**src/rtl/seg_scan_capture_if.sv**
```systemverilog
// seg_scan_capture_if: seven-segment scan bus plus decoded score readback
// Signals:
//   seg_in[7:0]  segment bus, bit 7 = decimal point, active-low
//   sel_in[3:0]  one-hot digit select, active-low
//   score[15:0]  last published BCD score, [3:0] = units
//   score_valid  score holds a published, non-stale frame
//   frame_pulse  one-cycle strobe on score update
//   bad_glyph    one-cycle strobe on an illegal glyph
//   stale        watchdog expired, cleared by the next publish
// Modports: master drives the display bus, slave is the capture block.
interface seg_scan_capture_if;
  logic [7:0]  seg_in;
  logic [3:0]  sel_in;
  logic [15:0] score;
  logic        score_valid;
  logic        frame_pulse;
  logic        bad_glyph;
  logic        stale;
  modport master (output seg_in, sel_in, input score, score_valid, frame_pulse, bad_glyph, stale);
  modport slave  (input seg_in, sel_in, output score, score_valid, frame_pulse, bad_glyph, stale);
endinterface

```
**src/rtl/seg_scan_capture.sv**
```systemverilog
// seg_scan_capture: decodes a multiplexed 4-digit seven-segment scan back into a BCD score
// Ports:
//   clk  system clock
//   rst  asynchronous reset, active-low
//   bus  seg_scan_capture_if.slave (segment/select inputs, score and status outputs)
// Parameters:
//   STABLE_CYCLES   identical samples needed to accept a digit (>= 2)
//   TIMEOUT_CYCLES  cycles without an accepted digit before stale is raised
//   WD_W            watchdog counter width, 2**WD_W > TIMEOUT_CYCLES
// Option macro SEG_CAPTURE_DP_CHECK_EN: when defined, a glyph with its
// decimal point lit (seg[7] = 0) is illegal; otherwise seg[7] is ignored.
module seg_scan_capture #(
  parameter int STABLE_CYCLES  = 4,
  parameter int TIMEOUT_CYCLES = 800000,
  parameter int WD_W           = 20
) (
  input logic               clk,
  input logic               rst,
  seg_scan_capture_if.slave bus
);
  localparam int RUN_W = $clog2(STABLE_CYCLES + 1);
  localparam logic [RUN_W-1:0] RUN_MAX = RUN_W'(STABLE_CYCLES);
  localparam logic [WD_W-1:0] WD_MAX = WD_W'(TIMEOUT_CYCLES);
  typedef enum logic [1:0] {WAIT_SYNC, EXP1, EXP2, EXP3} state_e;
  state_e            state_q, state_d;
  logic [7:0]        seg_r_q, seg_r_d;
  logic [3:0]        sel_r_q, sel_r_d;
  logic [RUN_W-1:0]  run_cnt_q, run_cnt_d;
  logic              fired_q, fired_d;
  logic [WD_W-1:0]   wd_cnt_q, wd_cnt_d;
  logic [11:0]       shadow_q, shadow_d;
  logic [15:0]       score_q, score_d;
  logic              score_valid_q, score_valid_d;
  logic              frame_pulse_q, frame_pulse_d;
  logic              bad_glyph_q, bad_glyph_d;
  logic              stale_q, stale_d;
  logic              map_ok, glyph_ok, sel_ok, accept, expire, load, publish;
  logic [3:0]        nib;
  logic [1:0]        k;
  // Stability filter: run_cnt tracks how long the value now in seg_r/sel_r
  // has been unchanged; fired_q remembers that saturation was already seen
  // so the accept is a single-cycle event.
  always_comb begin
    seg_r_d   = bus.seg_in;
    sel_r_d   = bus.sel_in;
    run_cnt_d = ({bus.seg_in, bus.sel_in} != {seg_r_q, sel_r_q}) ? RUN_W'(1) :
                (run_cnt_q == RUN_MAX) ? RUN_MAX : run_cnt_q + RUN_W'(1);
    fired_d   = run_cnt_q == RUN_MAX;
  end
  always_comb begin
    map_ok = 1'b1;
    nib    = 4'd0;
    case (seg_r_q[6:0])
      7'h40:   nib = 4'd0;
      7'h79:   nib = 4'd1;
      7'h24:   nib = 4'd2;
      7'h30:   nib = 4'd3;
      7'h19:   nib = 4'd4;
      7'h12:   nib = 4'd5;
      7'h02:   nib = 4'd6;
      7'h78:   nib = 4'd7;
      7'h00:   nib = 4'd8;
      7'h10:   nib = 4'd9;
      default: map_ok = 1'b0;
    endcase
`ifdef SEG_CAPTURE_DP_CHECK_EN
    glyph_ok = map_ok & seg_r_q[7];
`else
    glyph_ok = map_ok;
`endif
  end
  always_comb begin
    sel_ok = sel_r_q inside {4'b0111, 4'b1011, 4'b1101, 4'b1110};
    k      = (sel_r_q == 4'b0111) ? 2'd0 :
             (sel_r_q == 4'b1011) ? 2'd1 :
             (sel_r_q == 4'b1101) ? 2'd2 : 2'd3;
  end
  assign accept = (run_cnt_q == RUN_MAX) & ~fired_q & sel_ok;
  // Expiry fires once, on the edge the watchdog reaches its limit; an
  // accept in the same cycle takes priority and clears the counter.
  assign expire = ~accept & (wd_cnt_q == WD_MAX - WD_W'(1));
  always_comb
    wd_cnt_d = accept ? '0 : (wd_cnt_q == WD_MAX) ? WD_MAX : wd_cnt_q + WD_W'(1);
  always_ff @(posedge clk or negedge rst)
    if (!rst) state_q <= WAIT_SYNC;
    else      state_q <= state_d;
  always_comb begin
    state_d = state_q;
    if (accept)
      state_d = !glyph_ok                     ? WAIT_SYNC :
                (k == 2'd0)                   ? EXP1 :
                (state_q == EXP1 && k == 2'd1) ? EXP2 :
                (state_q == EXP2 && k == 2'd2) ? EXP3 : WAIT_SYNC;
    else if (expire)
      state_d = WAIT_SYNC;
  end
  always_comb begin
    load          = accept & glyph_ok & ((k == 2'd0) | (state_q == EXP1 && k == 2'd1) |
                                         (state_q == EXP2 && k == 2'd2));
    publish       = accept & glyph_ok & (state_q == EXP3) & (k == 2'd3);
    shadow_d      = (accept & ~glyph_ok) ? 12'h000 : shadow_q;
    if (load) shadow_d[{k, 2'b00} +: 4] = nib;
    score_d       = publish ? {nib, shadow_q} : score_q;
    score_valid_d = publish | (score_valid_q & ~expire);
    stale_d       = ~publish & (stale_q | expire);
    frame_pulse_d = publish;
    bad_glyph_d   = accept & ~glyph_ok;
  end
  always_ff @(posedge clk or negedge rst)
    if (!rst) begin
      seg_r_q       <= 8'hFF;
      sel_r_q       <= 4'hF;
      run_cnt_q     <= '0;
      fired_q       <= 1'b0;
      wd_cnt_q      <= '0;
      shadow_q      <= '0;
      score_q       <= '0;
      score_valid_q <= 1'b0;
      frame_pulse_q <= 1'b0;
      bad_glyph_q   <= 1'b0;
      stale_q       <= 1'b0;
    end else begin
      seg_r_q       <= seg_r_d;
      sel_r_q       <= sel_r_d;
      run_cnt_q     <= run_cnt_d;
      fired_q       <= fired_d;
      wd_cnt_q      <= wd_cnt_d;
      shadow_q      <= shadow_d;
      score_q       <= score_d;
      score_valid_q <= score_valid_d;
      frame_pulse_q <= frame_pulse_d;
      bad_glyph_q   <= bad_glyph_d;
      stale_q       <= stale_d;
    end
  assign bus.score       = score_q;
  assign bus.score_valid = score_valid_q;
  assign bus.frame_pulse = frame_pulse_q;
  assign bus.bad_glyph   = bad_glyph_q;
  assign bus.stale       = stale_q;
endmodule

```
**src/flat_wrapper.sv**
```systemverilog
// flat-port wrapper written by rule: the top's interface ports become plain ports
module seg_scan_capture_flat 
#(
  parameter int STABLE_CYCLES  = 4,
  parameter int TIMEOUT_CYCLES = 800000,
  parameter int WD_W           = 20
)
  (clk, rst, bus_seg_in, bus_sel_in, bus_score, bus_score_valid, bus_frame_pulse, bus_bad_glyph, bus_stale);
  seg_scan_capture_if bus_i ();
  input logic clk;
  input logic rst;
  input wire logic [$bits(bus_i.seg_in)-1:0] bus_seg_in;
  input wire logic [$bits(bus_i.sel_in)-1:0] bus_sel_in;
  output wire logic [$bits(bus_i.score)-1:0] bus_score;
  output wire logic [$bits(bus_i.score_valid)-1:0] bus_score_valid;
  output wire logic [$bits(bus_i.frame_pulse)-1:0] bus_frame_pulse;
  output wire logic [$bits(bus_i.bad_glyph)-1:0] bus_bad_glyph;
  output wire logic [$bits(bus_i.stale)-1:0] bus_stale;
  assign bus_i.seg_in = bus_seg_in;
  assign bus_i.sel_in = bus_sel_in;
  assign bus_score = bus_i.score;
  assign bus_score_valid = bus_i.score_valid;
  assign bus_frame_pulse = bus_i.frame_pulse;
  assign bus_bad_glyph = bus_i.bad_glyph;
  assign bus_stale = bus_i.stale;
  seg_scan_capture #(.STABLE_CYCLES(STABLE_CYCLES), .TIMEOUT_CYCLES(TIMEOUT_CYCLES), .WD_W(WD_W)) u_core (.clk(clk), .rst(rst), .bus(bus_i));
endmodule
```
**config.mk**
```make
export PLATFORM = sky130hd
export DESIGN_NAME = seg_scan_capture_flat
export DESIGN_NICKNAME = d
export VERILOG_FILES = /design/src/rtl/seg_scan_capture_if.sv /design/src/rtl/seg_scan_capture.sv /design/src/flat_wrapper.sv
export SDC_FILE = /design/constraint.sdc
export NUM_CORES = 1
export LEC_CHECK = 0
export CAP_MARGIN = 20
export CELL_PAD_IN_SITES_DETAIL_PLACEMENT = 1
export CELL_PAD_IN_SITES_GLOBAL_PLACEMENT = 2
export CORE_MARGIN = 2
export CORE_UTILIZATION = 35
export DETAILED_ROUTE_END_ITERATION = 8
export PLACE_DENSITY_LB_ADDON = 0.1
export SYNTH_ARGS = -nofsm -noshare
export SYNTH_HDL_FRONTEND = slang
export SYNTH_SLANG_ARGS = --single-unit
```
**constraint.sdc**
```tcl
create_clock -name clk -period 3.6 [get_ports clk]
set_clock_uncertainty 0.15 [all_clocks]
set_input_delay 0.72 -clock clk [delete_from_list [all_inputs] [get_ports clk]]
set_output_delay 0.72 -clock clk [all_outputs]
set_load 0.03 [all_outputs]
```
After elaboration in Yosys (flattened, before gate mapping)
Index checks and enable logic that the tools add are counted.

word-level totals
  register bits after elaboration = 70
  input bits = 14
  word-level logic and storage cells = 84

cells by class
  $add $sub $neg = 3
  equality and inequality tests = 23
  shifts and indexed selects = 2
  muxes and demuxes = 18
  bitwise logic cells = 19
  reduce and logical (&&, ||, !) cells = 7

operators by type and width
  operator                  number
  $eq A20 B20 Y1 const B    2
  $mux W20                  2
  $pmux W4 S9               1
  $mux W12                  2
  $eq A7 B5 Y1 const B      3
  $eq A7 B7 Y1 const B      3
  $add A20 B1 Y20 const B   1
  $mux W2                   8
  $eq A7 B6 Y1 const B      2
  $bwmux W12                1
  $eq A4 B4 Y1 const B      3
  $ne A12 B12 Y1            1
  $shift A4 B6 Y12 const A  1
  $shiftx A4 B6 Y12         1
  $and A1 B1 Y1             10
  $reduce_or A10 Y1         1
  $eq A2 B2 Y1 const B      4
  $eq A7 B2 Y1 const B      1
  $logic_not A7 Y1          1
  $mux W3                   2
  $neg A4 Y6                1
  $not A1 Y1                5
  $eq A2 B1 Y1 const B      2
  $eq A4 B3 Y1 const B      1
  8 further kinds           13

Depth between registers and ports, before layout
Gate-level depths: netlist (run 1).

  depth after elaboration = 11
  mapped depth = 8
  depth with buffers taken out = 7

Least setup slack after synthesis (run 1)
Ideal clock, no wire load.

  path type = register -> register
  from = register u_core.seg_r_q[2]
  to = register u_core.score_q[10], in the netlist u_core.bus.score[10]
  library setup time = 0.125 ns
  arrival = 1.859 ns
  required time = 3.325 ns
  path slack = 1.466 ns
  cell stages (with the launch flop) = 8
  period minus slack after synthesis = 2.134 ns
  path through = dfstp_2 buf_2 and3b_1 a22oi_1 nand2_1 o21ai_4 buf_6 mux2_2

between the ends
  longest elaborated chain between the ends = 6
  elaborated cells between the ends (all ways) = 15
  those cells by class = eq/ne: 9; mux: 1; bitwise: 3; reduce/logical: 2

RTL lines
  item                                        RTL line                 source
  start: declaration                          seg_scan_capture.sv:26   logic [7:0] seg_r_q, seg_r_d;
  start signal: assignment                    seg_scan_capture.sv:123  seg_r_q <= seg_r_d;
  $eq A7 B7 Y1, or another cell as far along  seg_scan_capture.sv:53   case (seg_r_q[6:0])
  $reduce_or A10 Y1 (no source line) *        -
  $mux W1 *                                   seg_scan_capture.sv:53
  $and A1 B1 Y1 * (3 in series)               seg_scan_capture.sv:100  publish = accept & glyph_ok & (state_q == EXP3) & (k == 2'd3);
  end signal: assignment                      seg_scan_capture.sv:129  score_q <= score_d;
  end: declaration                            seg_scan_capture.sv:32   logic [15:0] score_q, score_d;

Mark *: on every way between the ends. The rest lies on a longest branch, timed or not.
A chain may end at the register's enable or synchronous reset.

Worst setup path after layout (run 1)
  from = register u_core.seg_r_q[1]
  to = register u_core.score_q[14], in the netlist u_core.bus.score[14]

between the ends
  longest elaborated chain between the ends = 6
  elaborated cells between the ends (all ways) = 16
  those cells by class = eq/ne: 9; mux: 2; bitwise: 3; reduce/logical: 2

RTL lines
  item                                        RTL line
  $eq A7 B7 Y1, or another cell as far along  seg_scan_capture.sv:53
  $reduce_or A10 Y1 (no source line)          -
  $mux W1                                     seg_scan_capture.sv:53
  $and A1 B1 Y1 (3 in series)                 seg_scan_capture.sv:100

Parallel ways exist; a longest one is shown, timed or not.

==> summary.md, run 1 <==
| Metric | Value |
|---|---|
| Gr ovfl total | `0` |
| GPL Wtd Cong | `0.7136` |
| Worst path arrival time | `2.60 ns` |
| Drt first pass iters | `4` |
| Yosys warns | `0` |
| Hold_buf cts | `0` |
| R2R Path Start | `u_core.seg_r_q[1]$_DFF_PN1_` |
| Post-Syn Nets | `338` |
| Post-synthesis average cell area | `10.63 sq um` |
| Clock transition at the registers of the reported paths | `0.07 ns` |
| Fraction of layout cells with a size suffix above 1 | `16.34%` |
| Max FO, Critical Path | `17` |
| Most common cell in the netlist | `dfrtp_1` |
| LEAKAGE | `0.001734 uW` |
| Filler Cells Inserted | `1055` |
| Starting Density | `36.47%` |
| Min Hold Slack | `0.3325 ns` |
| Vias per cell | `5.091` |
| Crit path capture type | `register` |
| Syn Inst Count | `320` |
| # nets final | `368` |
| Vias in the first global route | `2578` |
| Relative slew margins | `40.27%` |
| Worst Tran Pin Value | `0.8960 ns` |
| Hold depth | `1` |
| Final antenna-violating net count | `0` |
| Row cnt | `35` |
| Outcome | `finished clean` |
| Startpoint types | `register` |
| CTS Sinks | `70` |
| HP Class | `reg -> reg` |
| Seq/Total Area, Yosys | `51.93%` |
| Synth area leader | `dfrtp_1` |
| Crit Path Category | `reg -> reg` |
| Post-synth EDFFs | `0` |
| GRT Overall Usage | `15.99%` |
| Achievable Freq | `396.5 MHz` |
| Core area | `9328 sq um` |
| Largest net degree at the start of global routing | `71` |
| Final Hold Fails | `0` |
| IO Pins | `34` |
| DRT iter0 DRCs | `75` |
| DRC | `0` |
| Dpl hpwl | `5.395 mm` |
| P per Cell Area | `380.3 nW/um^2` |
| Worst Setup SP | `u_core.seg_r_q[1]$_DFF_PN1_` |
| Root Buffer | `clkbuf_8` |
| CTS tree | `yes` |
| Port bufs | `33` |
| DR vias | `2464` |
| Synthesis-stage register bit count | `70` |
| Post-CTS Resized | `0` |
| Final setup fails | `0` |
| Layout Cells excl Fill | `484` |
| Post-synth top area share | `42.66%` |
| R2r worst-path depth | `5` |
| Number of H-tree levels | `3` |
| Initial antenna violation count | `0` |
| Clock latency on the worst-skew pair | `0.34 ns` |
| Die area | `10520 sq um` |
| Num CTS Buffers | `9` |
| CP required | `3.68 ns` |
| Commonest cells post-synth | `dfrtp_1, nand2_1, nor2_1` |
| Total Routed Length | `7.482 mm` |
| First-pass GRT wire length | `12.96 mm` |
| HP Start | `u_core.bus.stale$_DFF_PN0_` |
| Routed WL per cell | `15.46 um` |
| Setup Total Neg Slack | `0 ns` |
| CTS Buffer Depth | `2` |
| Peak supply drop | `0.0001399 V` |
| Top_reg_cell synth | `dfrtp_1` |
| Fin crit period | `2.522 ns` |
| Max-Cap Viols | `0` |
| Dpl cells | `468` |
| Post-Syn Area | `3402 sq um` |
| # diodes | `0` |
| Top cells by area, synth | `dfrtp_1, dfstp_2, xnor2_1, mux2_2, nand2_1` |
| DIE WIDTH | `102.6 um` |
| Part of the cycle the worst path needs | `70.05%` |
| Die Height | `102.6 um` |
| FFs w/ async S/R, synth | `100.0%` |
| Max-slew violations | `0` |
| RSZ-0062 raised after global routing | `no` |
| Postcts setup bufs | `0` |
| Post-synthesis cell type count | `51` |
| Area delta synth->final | `17.91%` |
## area by class of cell
class,instances,area (sq um),share of cell area [%]
Clock buffer,12,155.1,3.868
Inverter,11,41.29,1.029
Timing Repair Buffer,35,340.3,8.484
Tap cell,129,161.4,4.024
Sequential cell,70,1767,44.04
Clock inverter,4,45.04,1.123
Multi-Input combinational cell,223,1501,37.43
## worst max-delay path, cell delays in order (launching register included)
cell and delay (ns):
dfstp_2 0.61, and4b_1 0.23, a22oi_1 0.17, nand2_1 0.29, o21ai_4 0.56, mux2_2 0.40
## per-layer routing
metal	GRT usage [%]	wire length, um	vias to the layer above
met5	0	0	-
met4	6.154	129	0
met3	2.441	175	11
met2	24.48	3413	35
met1	22.85	3765	1245
li1	-	-	1173
## flip-flops by register name (all words and copies together) (netlist names), 2 cells and up
name and flops:
u_core.bus.score 16, u_core.run_cnt_q 3, u_core.wd_cnt_q 20, u_core.seg_r_q 8, u_core.shadow_q 12, u_core.sel_r_q 4
u_core.state_q 2
## worst paths after layout
kind                                                    end  slack [ns]
setup / recovery           u_core.bus.score[14]$_DFFE_PN0P_        1.08
max in group asynchronous  u_core.bus.frame_pulse$_DFF_PN0_        2.28
setup reg to reg           u_core.bus.score[14]$_DFFE_PN0P_        1.08
hold / removal                   u_core.bus.stale$_DFF_PN0_        0.33
hold reg to reg                  u_core.bus.stale$_DFF_PN0_        0.33
min in group asynchronous      u_core.wd_cnt_q[3]$_DFF_PN0_        0.43
## through the flow
stage	total power, uW	instance area [sq um]	worst slack [ns]	util (%)
2_1_floorplan	857.3	3402	1.466	-
3_3_place_gp	896.1	3811	1.106	40.86
3_5_place_dp	897.5	3811	1.036	40.86
4_1_cts	1557	4011	1.023	43.00
5_1_grt	1593	4011	0.8582	43.00
6_report	1526	4011	1.078	43.00
## cell usage in the layout (no fill, tap or decap), drive strengths merged, types with 5 or more instances in the layout
master	Yosys	layout
nand4	9	9
nor3	5	5
nand3	22	22
nor4	9	9
dfrtp	58	58
inv	11	11
xor2	10	10
o21ai	6	6
o211ai	10	10
nand2	34	34
a21oi	11	11
nor2	29	29
clkdlybuf4s50	0	32
xnor2	20	20
mux2	15	15
clkbuf	3	12
dfstp	12	12
## where the power goes
part           internal (uW)  switching (uW)  total [uW]
combinational           29.6            36.3        65.8
sequential               799            15.5         815
clock                    355             290         645
## logic make-up after synthesis
logic type                 Yosys count  share of synthesized area (%)
adders and majority gates            4                          1.471
DFF                                 70                          51.93
xor gates and xnor gates            30                          7.723
and+or+nand+nor                    138                          22.33
AOI/OAI and AO/OA                   36                          7.540
buffers and inverters               27                          3.935
muxes                               15                          5.075
Power figures use the tool's default switching activity.
==> run 2, diff against run 1 <==
clock period = 2.55 ns   (was 3.6 ns; I/O delays follow)
==> run 2 against run 1 <==
  * Final area rose by 2.6%
  * First-iteration DRC count rose by 9.3%
  * Count of clock-buffer cells in the layout did not move
  * Sequential share of layout area fell by 1.1 points
  * Sequential power rose by 41%
  * Largest power group unchanged
  * Register-to-register slack got worse by 0.76 ns
  * Critical path depth rose by 1
  * Worst setup slack got worse by 0.76 ns
  * Combinational power rose by 50%
  * Final cell count rose by 2.1%
  * Highest routed layer unchanged
==> summary.md, run 2 (synthesis gave the netlist of run 1 again) <==
| Metric | Value |
|---|---|
| Gr ovfl total | `0 (unchanged)` |
| Fin crit period | `2.230 ns (was 2.522 ns)` |
| Starting Density | `36.47% (unchanged)` |
| Dpl hpwl | `5.680 mm (was 5.395 mm)` |
| P per Cell Area | `543.1 nW/um^2 (was 380.3 nW/um^2)` |
| Total Routed Length | `7.733 mm (was 7.482 mm)` |
| Setup Total Neg Slack | `0 ns (unchanged)` |
| Worst path arrival time | `2.31 ns (was 2.60 ns)` |
| Slowest cell on crit path | `dfstp_2 (unchanged)` |
| # diodes | `0 (unchanged)` |
| Row cnt | `35 (unchanged)` |
| Relative slew margins | `57.82% (was 40.27%)` |
| Hold_buf cts | `1 (was 0)` |
| Part of the cycle the worst path needs | `87.47% (was 70.05%)` |
| DRT iter0 DRCs | `82 (was 75)` |
| Final Hold Fails | `0 (unchanged)` |
| Area delta synth->final | `21.00% (was 17.91%)` |
| Num CTS Buffers | `9 (unchanged)` |
| CTS tree | `yes (unchanged)` |
| DR vias | `2512 (was 2464)` |
| CTS Buffer Depth | `2 (unchanged)` |
| Clock transition at the registers of the reported paths | `0.08 ns (was 0.07 ns)` |
| CTS Sinks | `70 (unchanged)` |
| Commonest non-fill, non-tap cells in the layout | `dfrtp_1, nand2_1, clkdlybuf4s50_1, nor2_1 (unchanged)` |
| Top reg by flops | `u_core.wd_cnt_q (unchanged)` |
| Delay-heaviest family, CP | `flip-flops (was compound AO/OA/AOI/OAI gates)` |
| FF+latch area | `1767 sq um (unchanged)` |
| Die Height | `102.6 um (unchanged)` |
| Core area | `9328 sq um (unchanged)` |
| Worst Tran Pin Value | `0.6269 ns (was 0.8960 ns)` |
| Vias in the first global route | `2592 (was 2578)` |
| Max FO, Critical Path | `17 (unchanged)` |
| Fraction of layout cells with a size suffix above 1 | `18.08% (was 16.34%)` |
| Footprint of the multi-input gates | `1501 sq um (unchanged)` |
| Root Buffer | `clkbuf_8 (unchanged)` |
| Initial antenna violation count | `0 (unchanged)` |
| Crit path capture type | `register (unchanged)` |
| Startpoint types | `register (unchanged)` |
| # nets final | `378 (was 368)` |
| Layout Cells excl Fill | `494 (was 484)` |
| Drt first pass iters | `4 (unchanged)` |
| Port bufs | `33 (unchanged)` |
| Max reg flops | `20 (unchanged)` |
| Die area | `10520 sq um (unchanged)` |
| Dpl cells | `477 (was 468)` |
| Worst R2R Setup Slack | `0.32 ns (was 1.08 ns)` |
| Max-Cap Viols | `0 (unchanged)` |
| WP buf/inv | `1 (was 0)` |
| GRT Overall Usage | `16.41% (was 15.99%)` |
| Postcts setup bufs | `0 (unchanged)` |
| Crit Path Category | `reg -> reg (unchanged)` |
| First-pass GRT wire length | `13.27 mm (was 12.96 mm)` |
| Largest net degree at the start of global routing | `33 (was 71)` |
| Filler Cells Inserted | `1041 (was 1055)` |
| Post-CTS Resized | `0 (unchanged)` |
| Max-slew violations | `0 (unchanged)` |
| CP cell instances | `and3b_1 -> o21ai_1 -> nand3_2 -> o21ai_4 -> buf_4 -> mux2_2 (was and4b_1 -> a22oi_1 -> nand2_1 -> o21ai_4 -> mux2_2)` |
| Final setup fails | `0 (unchanged)` |
| Routed WL per cell | `15.65 um (was 15.46 um)` |
| Commonest non-fill, non-tap cell in the layout | `dfrtp_1 (unchanged)` |
| DRC | `0 (unchanged)` |
| DIE WIDTH | `102.6 um (unchanged)` |
| Final antenna-violating net count | `0 (unchanged)` |
| CP required | `2.63 ns (was 3.68 ns)` |
| Vias per cell | `5.085 (was 5.091)` |
| Peak supply drop | `0.0002517 V (was 0.0001399 V)` |
| IO Pins | `34 (unchanged)` |
| Number of H-tree levels | `3 (unchanged)` |
| Slowest stage delay, CP | `0.60 ns (was 0.61 ns)` |
| RSZ-0062 raised after global routing | `no (unchanged)` |
| Outcome | `finished clean (unchanged)` |
| GPL Wtd Cong | `0.7296 (was 0.7136)` |
| HP Class | `reg -> reg (unchanged)` |
| Clock latency on the worst-skew pair | `0.34 ns (about the same)` |
| Achievable Freq | `448.3 MHz (was 396.5 MHz)` |
| LEAKAGE | `0.001793 uW (was 0.001734 uW)` |
[run 2: routing by layer]
metal	up-vias	share of wire, %	track usage [%]
met2	42	46	25.34
met5	-	0	0
met1	1266	50	22.98
li1	1195	-	-
met3	9	2.9	3.254
met4	0	1.2	5.846
[run 2: layout make-up]
type | count | area share (%)
Clock inverter | 4 | 1.702
Timing Repair Buffer | 45 | 10.46
Multi-Input combinational cell | 223 | 36.47
Inverter | 11 | 1.003
Sequential cell | 70 | 42.92
Clock buffer | 12 | 3.526
Tap cell | 129 | 3.921
[run 2: path summary, 6_finish.rpt]
check	startpoint	cells past startpoint	end
max	u_core.seg_r_q[1]$_DFF_PN1_	6	u_core.bus.score[10]$_DFFE_PN0P_
min	u_core.bus.stale$_DFF_PN0_	1	u_core.bus.stale$_DFF_PN0_
max reg2reg	u_core.seg_r_q[1]$_DFF_PN1_	6	u_core.bus.score[10]$_DFFE_PN0P_
min reg2reg	u_core.bus.stale$_DFF_PN0_	1	u_core.bus.stale$_DFF_PN0_
max in group asynchronous	rst	3	u_core.shadow_q[8]$_DFF_PN0_
min in group asynchronous	rst	2	u_core.wd_cnt_q[13]$_DFF_PN0_
[run 2: where the power goes]
group          leakage (uW)  total, uW  switching, uW  internal [uW]
clock              0.000110        985            410            576
sequential         0.000917       1150           23.0           1130
combinational      0.000766       99.0           51.6           47.5
[run 2: through the flow]
stage	power [uW]	instance area (sq um)	setup slack [ns]	hold slack, ns	util [%]
floorplan	1210	3402	0.4163	0.06441	-
global placement	1271	3891	0.3413	0.3171	41.72
detailed placement	1274	3891	0.3058	0.3245	41.72
CTS	2275	4116	0.2877	0.3410	44.13
global route	2343	4116	0.1818	0.3615	44.13
finish	2236	4116	0.3195	0.3376	44.13
